**config.mk**
```make
export PLATFORM = sky130hd
export DESIGN_NAME = vec_player_flat
export DESIGN_NICKNAME = d
export VERILOG_FILES = /design/src/rtl/vec_player_if.sv /design/src/rtl/vec_player.sv /design/src/flat_wrapper.sv
export SDC_FILE = /design/constraint.sdc
export NUM_CORES = 1
export LEC_CHECK = 0
export ABC_AREA = 1
export CAP_MARGIN = 5
export CORE_ASPECT_RATIO = 0.9
export CORE_UTILIZATION = 45
export CTS_CLUSTER_DIAMETER = 50
export DETAILED_ROUTE_END_ITERATION = 16
export GPL_TIMING_DRIVEN = 0
export PLACE_DENSITY = 0.66
export SYNTH_ARGS = -nofsm -noshare
export SYNTH_HDL_FRONTEND = slang
export SYNTH_SLANG_ARGS = --single-unit
```
**constraint.sdc**
```tcl
create_clock -name clock -period 4 [get_ports clock]
set_clock_uncertainty 0.05 [all_clocks]
set_input_delay 0.4 -clock clock [delete_from_list [all_inputs] [get_ports clock]]
set_output_delay 0.4 -clock clock [all_outputs]
set_load 0.005 [all_outputs]
```
**src/rtl/vec_player_if.sv**
```systemverilog
// vec_player_if: the control, load and status bundle of the vector player.
//   master: drives the vector load port, num_vec and start; watches status.
//   slave : the player itself.
//   load_en/load_addr/load_a/load_y : write one {a, y} slot
//   num_vec/start                   : run length and one-cycle run request
//   busy/done/pass/fail             : run status
//   fail_index/fail_got             : first mismatching slot and the y seen there
interface vec_player_if #(
    parameter int WIDTH_A = 1,
    parameter int WIDTH_Y = 1,
    parameter int DEPTH   = 16
);
    localparam int AW = $clog2(DEPTH);

    logic               load_en;
    logic [AW-1:0]      load_addr;
    logic [WIDTH_A-1:0] load_a;
    logic [WIDTH_Y-1:0] load_y;
    logic [AW:0]        num_vec;
    logic               start;
    logic               busy;
    logic               done;
    logic               pass;
    logic               fail;
    logic [AW-1:0]      fail_index;
    logic [WIDTH_Y-1:0] fail_got;

    modport master (
        output load_en, load_addr, load_a, load_y, num_vec, start,
        input  busy, done, pass, fail, fail_index, fail_got
    );

    modport slave (
        input  load_en, load_addr, load_a, load_y, num_vec, start,
        output busy, done, pass, fail, fail_index, fail_got
    );
endinterface

```
**src/rtl/vec_player.sv**
```systemverilog
// vec_player: plays stored stimulus vectors into a unit under test and
// compares its response against stored expected values.
//   clock, reset : rising-edge clock, synchronous active-high reset
//   ctl          : vec_player_if slave (load port, start, status)
//   a            : registered stimulus to the unit under test
//   y            : response from the unit under test, checked LATENCY
//                  cycles after the matching stimulus
module vec_player #(
    parameter int WIDTH_A = 1,
    parameter int WIDTH_Y = 1,
    parameter int DEPTH   = 16,
    parameter int LATENCY = 0
) (
    input  logic               clock,
    input  logic               reset,
    vec_player_if.slave        ctl,
    output logic [WIDTH_A-1:0] a,
    input  logic [WIDTH_Y-1:0] y
);
    localparam int AW = $clog2(DEPTH);
    localparam int NW = AW + 1;

    typedef enum logic [2:0] {S_IDLE, S_RUN, S_DRAIN, S_PASS, S_FAIL} state_t;

    state_t             state_q, state_d;
    logic [AW-1:0]      idx_q, idx_d, nxt_idx, last_idx;
    logic [NW-1:0]      num_q, num_d;
    logic [WIDTH_A-1:0] a_q, a_d;
    logic [AW-1:0]      fidx_q, fidx_d;
    logic [WIDTH_Y-1:0] fgot_q, fgot_d;

    // Compare pipeline: stage 0 tracks the vector currently on `a`,
    // stage LATENCY is the one whose response is on `y` this cycle.
    logic [LATENCY:0]   vld_q, vld_d;
    logic [AW-1:0]      pidx_q [LATENCY+1];
    logic [AW-1:0]      pidx_d [LATENCY+1];
    logic [WIDTH_Y-1:0] pexp_q [LATENCY+1];
    logic [WIDTH_Y-1:0] pexp_d [LATENCY+1];

    logic [WIDTH_A-1:0] mem_a [DEPTH];
    logic [WIDTH_Y-1:0] mem_y [DEPTH];

    logic busy, start_ok, cmp_vld, cmp_last, mismatch;

    assign busy     = (state_q == S_RUN) || (state_q == S_DRAIN);
    assign start_ok = ctl.start && (ctl.num_vec != '0) && (ctl.num_vec <= NW'(DEPTH));
    assign last_idx = AW'(num_q - 1'b1);
    assign cmp_vld  = vld_q[LATENCY];
    assign cmp_last = (pidx_q[LATENCY] == last_idx);
    assign mismatch = (y != pexp_q[LATENCY]);

    always_comb begin
        state_d = state_q;
        idx_d   = idx_q;
        nxt_idx = idx_q + 1'b1;
        num_d   = num_q;
        a_d     = a_q;
        fidx_d  = fidx_q;
        fgot_d  = fgot_q;
        vld_d   = vld_q;
        pidx_d  = pidx_q;
        pexp_d  = pexp_q;

        for (int k = 1; k <= LATENCY; k++) begin
            vld_d[k]  = vld_q[k-1];
            pidx_d[k] = pidx_q[k-1];
            pexp_d[k] = pexp_q[k-1];
        end
        vld_d[0] = 1'b0;

        case (state_q)
            S_IDLE, S_PASS, S_FAIL: begin
                if (start_ok) begin
                    state_d   = S_RUN;
                    idx_d     = '0;
                    num_d     = ctl.num_vec;
                    fidx_d    = '0;
                    fgot_d    = '0;
                    a_d       = mem_a[0];
                    vld_d[0]  = 1'b1;
                    pidx_d[0] = '0;
                    pexp_d[0] = mem_y[0];
                end
            end
            S_RUN: begin
                if (idx_q != last_idx) begin
                    idx_d     = nxt_idx;
                    a_d       = mem_a[nxt_idx];
                    vld_d[0]  = 1'b1;
                    pidx_d[0] = nxt_idx;
                    pexp_d[0] = mem_y[nxt_idx];
                end else begin
                    // `a` keeps the last vector while the pipeline empties.
                    state_d = S_DRAIN;
                end
            end
            default: ;
        endcase

        // The compare outcome overrides the issue path: with LATENCY=0 the
        // last compare lands on the same edge that would enter DRAIN.
        if (busy && cmp_vld) begin
            if (mismatch) begin
                state_d = S_FAIL;
                fidx_d  = pidx_q[LATENCY];
                fgot_d  = y;
                vld_d   = '0;
            end else if (cmp_last) begin
                state_d = S_PASS;
                vld_d   = '0;
            end
        end
    end

    always_ff @(posedge clock) begin
        if (reset) begin
            state_q <= S_IDLE;
            idx_q   <= '0;
            num_q   <= '0;
            a_q     <= '0;
            fidx_q  <= '0;
            fgot_q  <= '0;
            vld_q   <= '0;
            for (int k = 0; k <= LATENCY; k++) begin
                pidx_q[k] <= '0;
                pexp_q[k] <= '0;
            end
        end else begin
            state_q <= state_d;
            idx_q   <= idx_d;
            num_q   <= num_d;
            a_q     <= a_d;
            fidx_q  <= fidx_d;
            fgot_q  <= fgot_d;
            vld_q   <= vld_d;
            pidx_q  <= pidx_d;
            pexp_q  <= pexp_d;
        end
    end

    // Vector memory survives reset; writes are locked out while a run is live.
    always_ff @(posedge clock) begin
        if (!reset && ctl.load_en && !busy) begin
            mem_a[ctl.load_addr] <= ctl.load_a;
            mem_y[ctl.load_addr] <= ctl.load_y;
        end
    end

    assign a              = a_q;
    assign ctl.busy       = busy;
    assign ctl.pass       = (state_q == S_PASS);
    assign ctl.fail       = (state_q == S_FAIL);
    assign ctl.done       = (state_q == S_PASS) || (state_q == S_FAIL);
    assign ctl.fail_index = fidx_q;
    assign ctl.fail_got   = fgot_q;
endmodule
```
**src/flat_wrapper.sv**
```systemverilog
// flat-port wrapper written by rule: the top's interface ports become plain ports
module vec_player_flat 
#(
    parameter int WIDTH_A = 1,
    parameter int WIDTH_Y = 1,
    parameter int DEPTH   = 16,
    parameter int LATENCY = 0
)
  (clock, reset, a, y, ctl_load_en, ctl_load_addr, ctl_load_a, ctl_load_y, ctl_num_vec, ctl_start, ctl_busy, ctl_done, ctl_pass, ctl_fail, ctl_fail_index, ctl_fail_got);
  vec_player_if #(.WIDTH_A(WIDTH_A), .WIDTH_Y(WIDTH_Y), .DEPTH(DEPTH)) ctl_i ();
  input  logic clock;
  input  logic reset;
  output logic [WIDTH_A-1:0] a;
  input  logic [WIDTH_Y-1:0] y;
  input wire logic [$bits(ctl_i.load_en)-1:0] ctl_load_en;
  input wire logic [$bits(ctl_i.load_addr)-1:0] ctl_load_addr;
  input wire logic [$bits(ctl_i.load_a)-1:0] ctl_load_a;
  input wire logic [$bits(ctl_i.load_y)-1:0] ctl_load_y;
  input wire logic [$bits(ctl_i.num_vec)-1:0] ctl_num_vec;
  input wire logic [$bits(ctl_i.start)-1:0] ctl_start;
  output wire logic [$bits(ctl_i.busy)-1:0] ctl_busy;
  output wire logic [$bits(ctl_i.done)-1:0] ctl_done;
  output wire logic [$bits(ctl_i.pass)-1:0] ctl_pass;
  output wire logic [$bits(ctl_i.fail)-1:0] ctl_fail;
  output wire logic [$bits(ctl_i.fail_index)-1:0] ctl_fail_index;
  output wire logic [$bits(ctl_i.fail_got)-1:0] ctl_fail_got;
  assign ctl_i.load_en = ctl_load_en;
  assign ctl_i.load_addr = ctl_load_addr;
  assign ctl_i.load_a = ctl_load_a;
  assign ctl_i.load_y = ctl_load_y;
  assign ctl_i.num_vec = ctl_num_vec;
  assign ctl_i.start = ctl_start;
  assign ctl_busy = ctl_i.busy;
  assign ctl_done = ctl_i.done;
  assign ctl_pass = ctl_i.pass;
  assign ctl_fail = ctl_i.fail;
  assign ctl_fail_index = ctl_i.fail_index;
  assign ctl_fail_got = ctl_i.fail_got;
  vec_player #(.WIDTH_A(WIDTH_A), .WIDTH_Y(WIDTH_Y), .DEPTH(DEPTH), .LATENCY(LATENCY)) u_core (.clock(clock), .reset(reset), .ctl(ctl_i), .a(a), .y(y));
endmodule
```
== Yosys cells after proc, flatten, opt, wreduce, memory -nomap -nowiden ==
Memory sizes are Yosys's and may differ from the RTL's.
Index checks and enable logic that the tools add are counted.
Word-level totals
  memory bits (read-only): 0
  memories: 2
  output and inout port bits: 10
  bits in latches: 0
  memory bits (writable): 32
  register bits after elaboration: 19
Memories
  u_core.mem_a: depth 16, bits a word 1, read ports 2, clocked after memory_dff 0, wr ports 1, line vec_player.sv:40  | logic [WIDTH_A-1:0] mem_a [DEPTH];
  u_core.mem_y: depth 16, bits a word 1, read ports 2, clocked after memory_dff 0, wr ports 1, line vec_player.sv:41  | logic [WIDTH_Y-1:0] mem_y [DEPTH];
Cells by class
  $lt $le $gt $ge: 1
  multiplexer cells: 31
  reductions and logical operators: 15
  bitwise logic cells: 0
  div/mod/pow operators: 0
  add/sub/neg operators: 2
  multiply operators: 0
  equal/unequal tests: 9
  shift operators: 0
Operator list (count)
  2-to-1 mux 4 bit: 6
  2-to-1 mux 1 bit: 15
  2-to-1 mux 3 bit: 5
  case mux 4 bit (2 select lines): 1
  == test 3 x 2 -> 1 bit, second input constant: 2
  case mux 1 bit (2 select lines): 3
  case mux 3 bit (2 select lines): 1
  less-or-equal comparator 5 bit, second input constant: 1
  logical AND 1 bit: 5
  nonzero test 5 bit: 1
  adder 4 x 1 -> 4 bit, second input constant: 1
  == test 4 bit: 1
  inequality test 4 bit: 1
  subtractor 4 x 1 -> 4 bit, second input constant: 1
  == test 3 x 1 -> 1 bit, second input constant: 1
  == test 3 bit, second input constant: 1
  logical NOT 3 bit: 1
  AND reduction 3 bit: 1
  OR reduction 3 bit: 1
  logical NOT 1 bit: 2
  logical OR 1 bit: 2
  inequality test 2 x 1 -> 1 bit, second input constant: 1
  inequality test 2 bit, second input constant: 1
  AND reduction 2 bit: 1
  other kinds (2): 2

== Logic depth before layout (Yosys ltp) ==
Gate-level depths: netlist of run 1.
  depth after elaboration: 8
  mapped depth: 14
  mapped depth without buffers: 14

== Worst setup path after synthesis of run 1 ==
OpenSTA, ideal clock, no wires.
  path kind: reg-to-reg
  from: register u_core.state_q[1]
  to: memory u_core.mem_a[10] (enable)
  setup slack: 2.399 ns
  required time: 3.641 ns
  stages on the path, launching flop included: 8
  arrival time: 1.242 ns
  cells stage by stage: dfxtp_1 -> or2_1 -> buf_6 -> nand3_2 -> inv_2 -> nor2_1 -> nand3_1 -> nor2_1
Between the ends
  word-level cells in the longest chain between the ends: 6
  elaborated cells between the ends (all ways): 7
Ends and longest elaborated chain
  from (decl): line vec_player.sv:25  | state_t state_q, state_d;
  from (signal assigned): line vec_player.sv:129  | state_q <= state_d;
  == test 3 x 1 -> 1 bit or == test 3 x 2 -> 1 bit (tied branches): line vec_player.sv:45  | assign busy = (state_q == S_RUN) || (state_q == S_DRAIN);
  logical OR 1 bit *: line vec_player.sv:45
  via ctl_busy: line flat_wrapper.sv:21  | output wire logic [$bits(ctl_i.busy)-1:0] ctl_busy;
  logical NOT 1 bit *: line vec_player.sv:143  | if (!reset && ctl.load_en && !busy) begin
  logical AND 1 bit *: line vec_player.sv:143
  2-to-1 mux 1 bit *: line vec_player.sv:143
  2-to-1 mux 1 bit (not written as such) *: line vec_player.sv:144  | mem_a[ctl.load_addr] <= ctl.load_a;
  to (decl): line vec_player.sv:40
Mark *: on every way through the listed nets, which the timed path passes. The rest lies on a longest branch.

== Worst setup path after layout of run 1 ==
  from: register u_core.state_q[1]
  to: output ctl_done
Between the ends
  word-level cells in the longest chain between the ends: 2
  elaborated cells between the ends (all ways): 3
Ends and longest elaborated chain
  == test 3 x 2 -> 1 bit or == test 3 bit (tied branches): line vec_player.sv:153  | assign ctl.done = (state_q == S_PASS) || (state_q == S_FAIL);
  logical OR 1 bit *: line vec_player.sv:153
  to (decl): line flat_wrapper.sv:22  | output wire logic [$bits(ctl_i.done)-1:0] ctl_done;
Every way passes the cells marked *; elsewhere a longest branch is shown, timed or not.

==> metrics.md, run 1 <==
| Metric | Value |
|---|---|
| Global-route wire length before repair | 8.02 mm |
| Clk sinks | 51 |
| Setup crit end kind | primary output |
| Leak | 1.23 nW |
| Post-DP Area | 2870 µm² |
| Top cells by area in the synthesized netlist | edfxtp_1, dfxtp_1, nand2_1 |
| Detailed-placement wirelength estimate | 3.80 mm |
| Clk_lat worst skew | 0.30 ns |
| Largest net degree at the start of global routing | 18 |
| Most common cell after layout, fill and taps aside | nand2_1 |
| Top cell type's share of synthesized area | 38.0% |
| Met3 routed WL | 141 µm |
| Placer Congestion | 0.806 |
| Synth warn | 0 |
| Fin area | 2960 µm² |
| Pre-antenna DRT Iters | 4 |
| FF-to-FF setup slack | 2.08 ns |
| Layout cells sized above 1 | 8.53% |
| FF-to-FF Start | u_core.pidx_q[0]$_SDFFE_PP0P_ |
| Core area | 5350 µm² |
| Hold Crit Class | reg2reg |
| Post-synthesis cell type count | 27 |
| Max rail drop VDD | 0.262 mV |
| Initial core utilization | 47.3% |
| Wire per inst | 12.2 µm |
| Crit-path max FO | 7 |
| #FFs+latches synth | 51 |
| Synthesized cell area | 2530 µm² |
| Seq/Total Area, Yosys | 53.0% |
| Largest area contributor in the netlist | edfxtp_1 |
| Final worst path period need | 2.16 ns |
| Die area | 5930 µm² |
| I/O Buffers | 25 |
| CTS H-tree lvls | 2 |
| Worst setup startpoint | u_core.state_q[1]$_SDFF_PP0_ |
| Post-Syn Nets | 325 |
| Post-Synthesis Cells | 307 |
| CTS max path bufs | 2 |
| Initial DRC count | 169 |
| Data required time at the worst endpoint | 3.55 ns |
| Final period util | 54.1% |
| GRT Resource Usage Total | 18.4% |
| Total of max-cap violations | 0 |
| Fill count | 507 |
| Status | complete, no violations |
| Initial antenna violation count | 0 |
| Worst setup margin | 1.84 ns |
| Vias | 1980 |
| FP Rows | 25 |
| Avg Cell Area, Syn | 8.24 µm² |
| Slew Viols, Final | 0 |
| Remaining DRCs | 0 |
| Pwr/cell area | 344 nW/µm² |
| CTS tree | done |
| Final-stage net count | 357 |
| FMAX | 0.462 GHz |
| Register clock-pin slew on the reported worst setup and hold paths | 0.10 ns |
| CP max stage delay | 0.52 ns |
| Hold-fix buffers, CTS | 0 |
| Final setup vio count | 0 |
| Final WL | 4.99 mm |
| Drt via density | 4.86 |
| Commonest non-fill, non-tap cells in the layout | nand2_1, inv_1, nand3_1 |
| Antenna cell count | 0 |
| I/O Pins | 26 |
| Post-CTS Repair Setup Buffers | 0 |
| Root Driver | clkbuf_8 |
| Hold Startpoint | u_core.ctl.fail_index[3]$_SDFF_PP0_ |
| Slowest-stage cell, CP | clkdlybuf4s50_1 |
| Met2 wire len | 2.18 mm |
| WL met1 | 2.62 mm |
| Worst slack, placed | 1.77 ns |
| Unrepaired setup endpoints after global routing | false |
| Number of global-route vias before repair | 1700 |
| Die Wd | 81.1 µm |
| Hold Fails Final Rpt | 0 |
| Slew @ Worst Pin | 0.585 ns |
| Post-route ant nets | 0 |
| Crit path cell chain | or2_1, buf_6, o21ai_0, clkdlybuf4s50_1 |
| Critical Path Source Type | register |
| Top layer in use | met4 |
| Remaining Overflow, GRT | 0 |
| Critical Path AT | 1.71 ns |
| Max_slew headroom | 60.8% |
| Die height | 73.2 µm |
| Num CTS Buffers | 5 |
| Setup_tns | 0 ns |
| Area delta synth->final | 16.8% |
| Post-CTS Resized | 0 |
| Crit path kind | reg2out |
| Total power draw | 0.00102 W |
-- state kept, by name, indices dropped and copies added, names as in the netlist --
name / cells
u_core.pexp_q: 1
u_core.mem_y: 16
u_core.mem_a: 16
u_core.state_q: 3
u_core.a: 1
u_core.ctl.fail_index: 4
u_core.num_q: 4
u_core.cmp_vld: 1
u_core.ctl.fail_got: 1
u_core.pidx_q: 4
-- stage by stage --
stage | utilization [%] | hold slack (ns) | instances
6_report | 55.3 | 0.414 | 407
5_1_grt | 55.3 | 0.439 | 407
4_1_cts | 55.3 | 0.417 | 407
3_5_place_dp | 53.6 | 0.405 | 399
3_3_place_gp | 53.6 | 0.396 | 399
2_1_floorplan | - | 0.403 | 307
-- synth_stat cells (all sizes together) --
master	number
a21oi	16
nand4	2
nand2	92
nand3	37
buf	4
o21ai	10
dfxtp	19
or2	1
xor2	4
inv	45
xnor2	4
edfxtp	32
o211ai	1
clkbuf	4
nor2	34
ha	2
-- logic make-up after synthesis --
logic type	count (synthesis)	share of synthesized area [%]
AOI/OAI and AO/OA	27	5.59
xor gates and xnor gates	8	2.77
adders and majority gates	2	0.988
buffers and inverters	53	8.45
DFF	51	53.0
and+or+nand+nor	166	29.2
-- final timing paths --
kind / end / cells past startpoint
worst max-delay path: ctl_done / 4
worst min-delay path: u_core.ctl.fail_index[3]$_SDFF_PP0_ / 2
worst max register to register: u_core.pexp_q$_SDFFE_PP0P_ / 8
worst min register to register: u_core.ctl.fail_index[3]$_SDFF_PP0_ / 2
-- routing by layer --
layer  track usage [%]  vias to the layer above
met1              28.5                      903
met3              3.75                        4
met2              25.9                       27
met4              4.76                        0
li1                  -                     1046
met5                 0                        -
-- where the power goes --
group          internal [W]  switching (W)
logic             0.0000572      0.0000892
clock network      0.000125       0.000168
registers          0.000570     0.00000681
total              0.000752       0.000264
-- worst max-delay path, delay by kind of cell (launching register included) --
kind	cells	cell delay [ns]
AO/OA/AOI/OAI	1	0.16
buffers and inverters	2	0.66
flip-flops	1	0.35
AND/OR/NAND/NOR	1	0.25
-- area by class of cell --
| class | count | area, µm² | share of cell area [%] |
|---|---|---|---|
| Clock inverter | 3 | 22.5 | 0.762 |
| Sequential cell | 51 | 1340 | 45.4 |
| Inverter | 45 | 171 | 5.80 |
| Timing Repair Buffer | 25 | 250 | 8.46 |
| Multi-Input combinational cell | 203 | 976 | 33.0 |
| Tap cell | 67 | 83.8 | 2.84 |
| Buffer | 8 | 42.5 | 1.44 |
| Clock buffer | 5 | 68.8 | 2.33 |
Power figures use the tool's default switching activity.
==> inputs of run 2 (changes only) <==
==> constraint.sdc (replaced) <==
create_clock -name clock -period 2.1 [get_ports clock]
set_clock_uncertainty 0.05 [all_clocks]
set_input_delay 0.21 -clock clock [delete_from_list [all_inputs] [get_ports clock]]
set_output_delay 0.21 -clock clock [all_outputs]
set_load 0.005 [all_outputs]
==> results of run 2 <==
The final DEF is identical to that of run 1. Status: complete, no violations.
Among the figures that moved: setup slack after placement 1.77 ns -> 0.0560 ns; setup slack after layout 1.84 ns -> 0.127 ns; register-to-register setup slack 2.08 ns -> 0.18 ns; total power 0.00102 W -> 0.00194 W; worst IR drop on VDD 0.262 mV -> 0.499 mV
